### src/rtl/lf_pkg.sv
// Shared widths, default thresholds, FSM encoding and small helpers for the loop filter.
package lf_pkg;

    localparam int unsigned IN_W    = 19;  // dpd_in: 9 int, 10 frac
    localparam int unsigned INTEG_W = 32;  // integrator: 12 int, 20 frac
    localparam int unsigned OUT_W   = 24;  // dco_word: 14 int, 10 frac
    localparam int unsigned CNT_W   = 5;   // lock counter width

    localparam logic [IN_W-1:0] LOCK_THR_DEF   = 19'd64;   // 0.0625
    localparam logic [IN_W-1:0] UNLOCK_THR_DEF = 19'd256;  // 0.25
    localparam int unsigned     LOCK_CNT_DEF   = 16;

    typedef enum logic [1:0] {
        StIdle   = 2'd0,
        StAcq    = 2'd1,
        StLocked = 2'd2,
        StHold   = 2'd3
    } lf_state_e;

    // Magnitude of a signed sample; the most negative code clamps to the largest positive one.
    function automatic logic [IN_W-1:0] abs_sat(input logic [IN_W-1:0] d);
        logic [IN_W-1:0] res;
        if (!d[IN_W-1]) begin
            res = d;
        end else if (d == {1'b1, {(IN_W-1){1'b0}}}) begin
            res = {1'b0, {(IN_W-1){1'b1}}};
        end else begin
            res = -d;
        end
        return res;
    endfunction

    // Gear shift: once locked, both gains drop by a factor of four, bottoming out at 2^-7.
    function automatic logic [2:0] gear(input logic [2:0] sel, input logic locked);
        logic [2:0] res;
        if (!locked) begin
            res = sel;
        end else if (sel >= 3'd5) begin
            res = 3'd7;
        end else begin
            res = sel + 3'd2;
        end
        return res;
    endfunction

endpackage

### src/rtl/lf_lock_fsm.sv
// Lock detector and acquisition/lock/hold state machine for the loop filter.
module lf_lock_fsm
    import lf_pkg::*;
#(
    parameter logic [IN_W-1:0] LOCK_THR   = LOCK_THR_DEF,
    parameter logic [IN_W-1:0] UNLOCK_THR = UNLOCK_THR_DEF,
    parameter int unsigned     LOCK_CNT   = LOCK_CNT_DEF
) (
    input  logic            clk,
    input  logic            rst_cnt,
    input  logic [IN_W-1:0] dpd_in,
    input  logic            dpd_valid,
    input  logic            openLoop,
    output logic [1:0]      state,
    output logic            lock
);

    localparam logic [CNT_W:0] LockCntV = (CNT_W + 1)'(LOCK_CNT);

    lf_state_e        state_q, state_d;
    logic [CNT_W-1:0] cnt_q, cnt_d;
    logic [IN_W-1:0]  mag;
    logic [CNT_W:0]   cnt_next;
    logic [CNT_W-1:0] cnt_sat;

    // Sample magnitude and the counter value this sample would produce.
    always_comb begin
        mag      = abs_sat(dpd_in);
        cnt_next = {1'b0, cnt_q} + 1'b1;
        cnt_sat  = (cnt_q == {CNT_W{1'b1}}) ? cnt_q : cnt_q + 1'b1;
    end

    // Next state and lock counter; openLoop overrides any sample arriving the same cycle.
    always_comb begin
        state_d = state_q;
        cnt_d   = cnt_q;
        if (openLoop) begin
            state_d = StHold;
            cnt_d   = '0;
        end else if (dpd_valid) begin
            if (state_q == StLocked) begin
                if (mag > UNLOCK_THR) begin
                    state_d = StAcq;
                end
            end else if (mag <= LOCK_THR) begin
                // IDLE and HOLD samples are handled exactly like ACQ samples.
                if (cnt_next >= LockCntV) begin
                    state_d = StLocked;
                    cnt_d   = '0;
                end else begin
                    state_d = StAcq;
                    cnt_d   = cnt_sat;
                end
            end else begin
                state_d = StAcq;
                cnt_d   = '0;
            end
        end else if (state_q == StHold) begin
            state_d = StAcq;
        end
    end

    // State and counter registers.
    always_ff @(posedge clk or posedge rst_cnt) begin
        if (rst_cnt) begin
            state_q <= StIdle;
            cnt_q   <= '0;
        end else begin
            state_q <= state_d;
            cnt_q   <= cnt_d;
        end
    end

    assign state = state_q;
    assign lock  = (state_q == StLocked);

endmodule

### src/rtl/loop_filter.sv
// PI loop filter: DPD error in, DCO control word out, with gear-shifted gains once locked.
module loop_filter
    import lf_pkg::*;
#(
    parameter logic [IN_W-1:0] LOCK_THR   = LOCK_THR_DEF,
    parameter logic [IN_W-1:0] UNLOCK_THR = UNLOCK_THR_DEF,
    parameter int unsigned     LOCK_CNT   = LOCK_CNT_DEF
) (
    input  logic             clk,
    input  logic             rst_cnt,
    input  logic [IN_W-1:0]  dpd_in,
    input  logic             dpd_valid,
    input  logic             openLoop,
    input  logic [2:0]       kp_sel,
    input  logic [2:0]       ki_sel,
    output logic [OUT_W-1:0] dco_word,
    output logic             lf_valid,
    output logic             lock,
    output logic [1:0]       lf_state
);

    logic signed [INTEG_W-1:0] integ_q, integ_next;
    logic signed [INTEG_W-1:0] x, p_term, i_term;
    logic signed [INTEG_W:0]   acc_sum, out_sum;
    logic        [OUT_W-1:0]   dco_q, dco_next;
    logic                      valid_q;
    logic        [2:0]         kp_eff, ki_eff;
    logic                      update;

    lf_lock_fsm #(
        .LOCK_THR   (LOCK_THR),
        .UNLOCK_THR (UNLOCK_THR),
        .LOCK_CNT   (LOCK_CNT)
    ) u_lock_fsm (
        .clk       (clk),
        .rst_cnt   (rst_cnt),
        .dpd_in    (dpd_in),
        .dpd_valid (dpd_valid),
        .openLoop  (openLoop),
        .state     (lf_state),
        .lock      (lock)
    );

    // Datapath: scale input to 12i20f, apply gains, saturate integrator, round to 14i10f.
    always_comb begin
        update  = dpd_valid && !openLoop;
        kp_eff  = gear(kp_sel, lock);
        ki_eff  = gear(ki_sel, lock);
        x       = {{(INTEG_W - IN_W - 10){dpd_in[IN_W-1]}}, dpd_in, 10'b0};
        p_term  = x >>> kp_eff;
        i_term  = x >>> ki_eff;
        acc_sum = {integ_q[INTEG_W-1], integ_q} + {i_term[INTEG_W-1], i_term};
        if (acc_sum[INTEG_W] != acc_sum[INTEG_W-1]) begin
            // Overflow: clamp toward the sign of the true (33-bit) result.
            integ_next = acc_sum[INTEG_W] ? {1'b1, {(INTEG_W-1){1'b0}}}
                                          : {1'b0, {(INTEG_W-1){1'b1}}};
        end else begin
            integ_next = acc_sum[INTEG_W-1:0];
        end
        out_sum  = {integ_next[INTEG_W-1], integ_next} + {p_term[INTEG_W-1], p_term}
                 + (INTEG_W + 1)'(512);
        // Bits [32:10] are the rounded result; one extra sign bit fills 24 bits.
        dco_next = {out_sum[INTEG_W], out_sum[INTEG_W:10]};
    end

    // Integrator, output word and valid strobe; all held when no sample is taken.
    always_ff @(posedge clk or posedge rst_cnt) begin
        if (rst_cnt) begin
            integ_q <= '0;
            dco_q   <= '0;
            valid_q <= 1'b0;
        end else begin
            valid_q <= update;
            if (update) begin
                integ_q <= integ_next;
                dco_q   <= dco_next;
            end
        end
    end

    assign dco_word = dco_q;
    assign lf_valid = valid_q;

endmodule

### config.mk
export PLATFORM = sky130hd
export DESIGN_NAME = loop_filter
export DESIGN_NICKNAME = d
export VERILOG_FILES = /design/src/rtl/lf_pkg.sv /design/src/rtl/lf_lock_fsm.sv /design/src/rtl/loop_filter.sv
export SDC_FILE = /design/constraint.sdc
export NUM_CORES = 1
export LEC_CHECK = 0
export BUFFER_PORTS_ARGS = -buffer_cell sky130_fd_sc_hd__buf_2
export CAP_MARGIN = 20
export CORE_ASPECT_RATIO = 1.75
export CORE_MARGIN = 10
export CORE_UTILIZATION = 50
export DETAILED_ROUTE_END_ITERATION = 16
export HOLD_SLACK_MARGIN = 0.06
export PLACE_DENSITY = 0.68
export SLEW_MARGIN = 40
export SYNTH_ARGS = -nofsm -noshare
export SYNTH_HDL_FRONTEND = slang
export SYNTH_HIERARCHICAL = 1
export SYNTH_SLANG_ARGS = --single-unit
### constraint.sdc
create_clock -name clk -period 26.1 [get_ports clk]
set_clock_uncertainty 0.1 [all_clocks]
set_input_delay 6.525 -clock clk [delete_from_list [all_inputs] [get_ports clk]]
set_output_delay 6.525 -clock clk [all_outputs]
set_load 0.005 [all_outputs]
==> impl_metrics.tcl, run 1 <==
set metrics [dict create \
    status "completed" \
    place.gp.congestion 0.944 \
    dpl.hpwl_um 18300 \
    reg2reg_from "u_lock_fsm/state[0]" \
    fill_cells 1471 \
    ff2ff_setup_slack_ns 16.19 \
    cp_slowest_cell "ha_1" \
    finalSetupTns_ns 0 \
    async_flop_share 1.00 \
    synth_cells 963 \
    die_h_um 184 \
    cts_inserted_buffers 9 \
    clk_pin_slew_ns 0.06 \
    vias_per_cell 6.26 \
    synth_nets 1085 \
    netlist.area_leader.share 0.196 \
    cts_root_buffer "clkbuf_16" \
    crit_path_max_incr_delay_ns 0.80 \
    worstHoldPathType "reg -> reg" \
    postCtsHoldBufs 0 \
    setup_viol 0 \
    r2r-end "dco_word[22]" \
    crit_path_start_kind "input pin" \
    antenna_cells 0 \
    num_io_pins 57 \
    wire_per_inst_um 20.1 \
    nNetsFinal 1114 \
    syn_area_um2 7680 \
    grt_overflow 0 \
    dr_total_vias 7384 \
    synth-seq-cells 60 \
    drtIter0Drc 489 \
    drt-total-wl_um 23700 \
    yosysMostFrequentCell "nand2_1" \
    cts_htree_levels 3 \
    std_cell_rows 59 \
    crit_fanout 27 \
    ys_seq_area_frac 0.196 \
    die_area_um2 20900 \
    max_freq_ghz 0.0651 \
    cts_setup_buffers 0 \
    clockBufferDepth 2 \
    area_growth_pct 9.32 \
    grt_max_degree 65 \
    clock_sinks 60 \
    multiInputGateArea_um2 5920 \
    required_ns 26.27 \
    cp-end-kind "register" \
    initial_utilization 0.512 \
    syn-mean-instance-area_um2 7.97 \
    clk_latency_ns 0.34 \
    rsz0062_at_grt "false" \
    antenna_found_initial 0 \
    maxSlewHeadroom 0.463 \
    period_needed_ns 15.36 \
    min_from "dco_word[7]" \
    seq_area_um2 1500 \
    yosys.area.top_type "dfrtp_1" \
    grtUsageTotal 0.224 \
    worst_pin_slew_ns 0.798 \
    finalHoldViolations 0 \
    cap_violations 0 \
    portBuffers 56 \
    grt_pass1_wl_um 37900 \
    postCtsResizedCells 0 \
    hold_end "dco_word[7]" \
    tritoncts "built" \
    final_util 0.560 \
    dp_cells 1164 \
    ys.flop_type "dfrtp_1" \
    place_ws_ns 10.52 \
    ys_warn_count 6 \
    setup_ws_ns 10.74 \
    hold_path_depth 2 \
    first_pass_iters 5 \
    grt_pass1_vias 7397 \
    fin_crit_sh 0.589 \
    worstRegToRegCells 34 \
    fin_cells 1179 \
    yosys-top-cells-count "nand2_1, ha_1, o21ai_0" \
    core_area_um2 15000 \
    synth_area_leaders "dfrtp_1, ha_1, nand2_1, mux2i_1, o21ai_0" \
    ant_nets 0 \
    drv_slew 0 \
    die_w_um 114 \
    crit_type "in -> reg" \
    layout-drive-gt1-share 0.140 \
    crit_arrival_ns 15.53 \
    crit_top_cell "ha_1" \
    drcViolationCount 0 \
    synth_edf_count 0 \
    ys_types 80 \
]
-- critical path: cells and delay by family --
| kind | cells | cell delay, ns |
|---|---|---|
| and+or+nand+nor | 8 | 2.09 |
| adders and majority gates | 5 | 1.85 |
| xor gates and xnor gates | 1 | 0.15 |
| buffers and inverters | 5 | 1.04 |
| AOI/OAI and AO/OA | 16 | 3.88 |
-- placed cells by master (no fill, tap or decap), types with 28 or more instances in the layout --
cell,n
a21o_1,34
o21ai_0,78
mux2i_1,64
ha_1,92
dfrtp_1,60
nand2_1,180
a21oi_1,50
xnor2_1,28
nor2_1,29
buf_2,56
inv_1,29
-- registers in the layout (all words and copies together), names as in the netlist --
name / flops
u_lock_fsm/state: 2
lf_valid: 1
dco_word: 23
integ_q: 29
u_lock_fsm/cnt_q: 5
-- routing by layer --
metal  share of wire  GRT usage  up-vias
li1                -          -     3585
met1            0.38      0.237     3485
met2            0.51      0.397      237
met3           0.050     0.0418       77
met4           0.063      0.139        0
met5               0          0        -
-- final cells by class --
type | instances | share of cell area
well taps | 183 | 0.0273
multi-input cells | 826 | 0.705
clock buffers | 11 | 0.0289
flip-flops and latches | 60 | 0.179
inverters | 31 | 0.0139
repair buffers | 64 | 0.0405
clock inverters | 4 | 0.00596
-- stage by stage --
step           hold slack (ns)  area [µm²]
3_5_place_dp             0.366        8100
2_1_floorplan            0.350        7680
6_report                 0.368        8400
3_3_place_gp             0.360        8080
5_1_grt                  0.400        8400
4_1_cts                  0.379        8390
-- logic make-up after synthesis --
| logic type | count (synthesis) | share of synthesized area |
|---|---|---|
| fa+ha+maj | 94 | 0.154 |
| compound gates | 272 | 0.235 |
| simple gates | 331 | 0.209 |
| mux | 83 | 0.114 |
| buf+inv | 77 | 0.0393 |
| flops | 60 | 0.196 |
| xor+xnor | 46 | 0.0525 |
-- how the worst max path moves through the flow --
| stage | startpoint | endpoint | slack [ns] | depth (start not counted) |
|---|---|---|---|---|
| after global routing | ki_sel[1] | dco_word[22] | 10.09 | 35 |
| after CTS | ki_sel[1] | dco_word[22] | 10.85 | 35 |
| after detailed placement | ki_sel[1] | dco_word[22] | 10.52 | 35 |
| after global placement | ki_sel[1] | dco_word[22] | 10.73 | 35 |
| after floorplan | ki_sel[1] | dco_word[22] | 11.54 | 35 |
| final | ki_sel[1] | dco_word[22] | 10.74 | 35 |
Power of run 1 is not shown: default switching activity piles up to over one toggle a cycle in this logic, so the estimate is an artifact.
==> run 2, diff against run 1 <==
PLACE_DENSITY = 0.71   (was 0.68)
clock period = 13.8 ns   (was 26.1 ns; I/O delays follow)
==> run 2 against run 1 <==
Net effect: worst hold slack better by 0.0038 ns; highest routed layer unchanged; non-clock buffer count rose by 2; global-route usage is essentially flat.
==> impl_metrics.tcl, run 2 (synthesis results as in run 1) <==
set metrics [dict create \
    grtUsageTotal 0.224 \
    seq_area_um2 1500 \
    drtIter0Drc 438 \
    antenna_cells 0 \
    ant_nets 0 \
    crit_arrival_ns 12.20 \
    place.gp.congestion 1.02 \
    area_growth_pct 9.12 \
    reg2reg_from "u_lock_fsm/state[0]" \
    clk_latency_ns 0.33 \
    required_ns 13.97 \
    core_area_um2 15000 \
    crit_path_max_incr_delay_ns 0.58 \
    layout_commonest_cell "nand2_1" \
    setup_viol 0 \
    clock_sinks 60 \
    first_pass_iters 7 \
    crit_top_cell "ha_1" \
    drv_slew 0 \
    finalHoldViolations 0 \
    die_h_um 184 \
    status "completed" \
    grt_overflow 0 \
    rsz0062_at_grt "false" \
    fill_cells 1445 \
    grt_pass1_vias 7411 \
    portBuffers 56 \
    cts_htree_levels 3 \
    crit_path_start_kind "input pin" \
    grt_max_degree 65 \
    r2r-end "dco_word[22]" \
    clockBufferDepth 2 \
    largest_reg_flops 29 \
    wire_per_inst_um 19.9 \
    die_area_um2 20900 \
    period_needed_ns 12.04 \
    min_from "dco_word[9]" \
    max_freq_ghz 0.0831 \
    setup_ws_ns 1.76 \
    maxSlewHeadroom 0.402 \
    clk_pin_slew_ns 0.05 \
    drcViolationCount 0 \
    worstHoldPathType "reg -> reg" \
    layout-drive-gt1-share 0.140 \
    finalSetupTns_ns 0 \
    cts_root_buffer "clkbuf_16" \
    cp_slowest_cell "a21boi_1" \
    hold_end "dco_word[9]" \
    multiInputGateArea_um2 5910 \
    vias_per_cell 6.26 \
    postCtsHoldBufs 0 \
    worstRegToRegCells 35 \
    dr_total_vias 7386 \
    cap_violations 0 \
    antenna_found_initial 0 \
    postCtsResizedCells 0 \
    cts_inserted_buffers 9 \
    die_w_um 114 \
    num_io_pins 57 \
    worst_pin_slew_ns 0.889 \
    cts_setup_buffers 0 \
    cp-end-kind "register" \
    drt-total-wl_um 23500 \
    fin_crit_sh 0.872 \
    tritoncts "built" \
    dpl.hpwl_um 18400 \
    crit_fanout 24 \
    nNetsFinal 1116 \
    std_cell_rows 59 \
    crit_type "in -> reg" \
    initial_utilization 0.512 \
    place_ws_ns 1.53 \
    hold_path_depth 2 \
    most-common-layout-cells "nand2_1, ha_1, o21ai_0, mux2i_1, dfrtp_1" \
    grt_pass1_wl_um 37900 \
    largest-register "integ_q" \
    ff2ff_setup_slack_ns 4.18 \
]
## run 2: stage by stage
| step | std cells | hold slack, ns | cell area (µm²) | util |
|---|---|---|---|---|
| global placement | 1166 | 0.351 | 8100 | 0.540 |
| CTS | 1180 | 0.377 | 8380 | 0.559 |
| global route | 1180 | 0.405 | 8380 | 0.559 |
| floorplan | 963 | 0.350 | 7680 | - |
| detailed placement | 1166 | 0.364 | 8110 | 0.541 |
| finish | 1180 | 0.372 | 8380 | 0.559 |
## run 2: critical path, delay by kind of cell
| family | cells | cell delay, ns |
|---|---|---|
| AOI/OAI and AO/OA | 15 | 3.88 |
| xor gates and xnor gates | 1 | 0.15 |
| adders and majority gates | 5 | 1.55 |
| buffers and inverters | 5 | 0.65 |
| and+or+nand+nor | 10 | 2.52 |
## run 2: cell type report
type,instances,share of cell area
tap,183,0.0273
multi-input combinational,826,0.705
timing repair buffer,66,0.0424
sequential,60,0.179
inverter,31,0.0139
clock buffer,10,0.0285
clock inverter,4,0.00328
## run 2: worst max-delay path by stage
stage / from / endpoint / slack [ns] / cells after the start
finish: ki_sel[1] / dco_word[22] / 1.76 / 36
global route: ki_sel[1] / dco_word[21] / 1.02 / 37
CTS: ki_sel[1] / dco_word[22] / 1.82 / 36
detailed placement: ki_sel[1] / dco_word[22] / 1.53 / 36
global placement: ki_sel[1] / dco_word[22] / 1.77 / 36
floorplan: ki_sel[1] / dco_word[22] / 2.31 / 35
## run 2: routing by layer
layer / vias to the layer above / global-route usage / wire length (µm)
met3: 91 / 0.0431 / 1210
met2: 234 / 0.385 / 11600
met5: - / 0 / 0
met4: 0 / 0.173 / 1800
met1: 3480 / 0.233 / 8860
li1: 3581 / - / -
Power of run 2 is left out for the same reason.
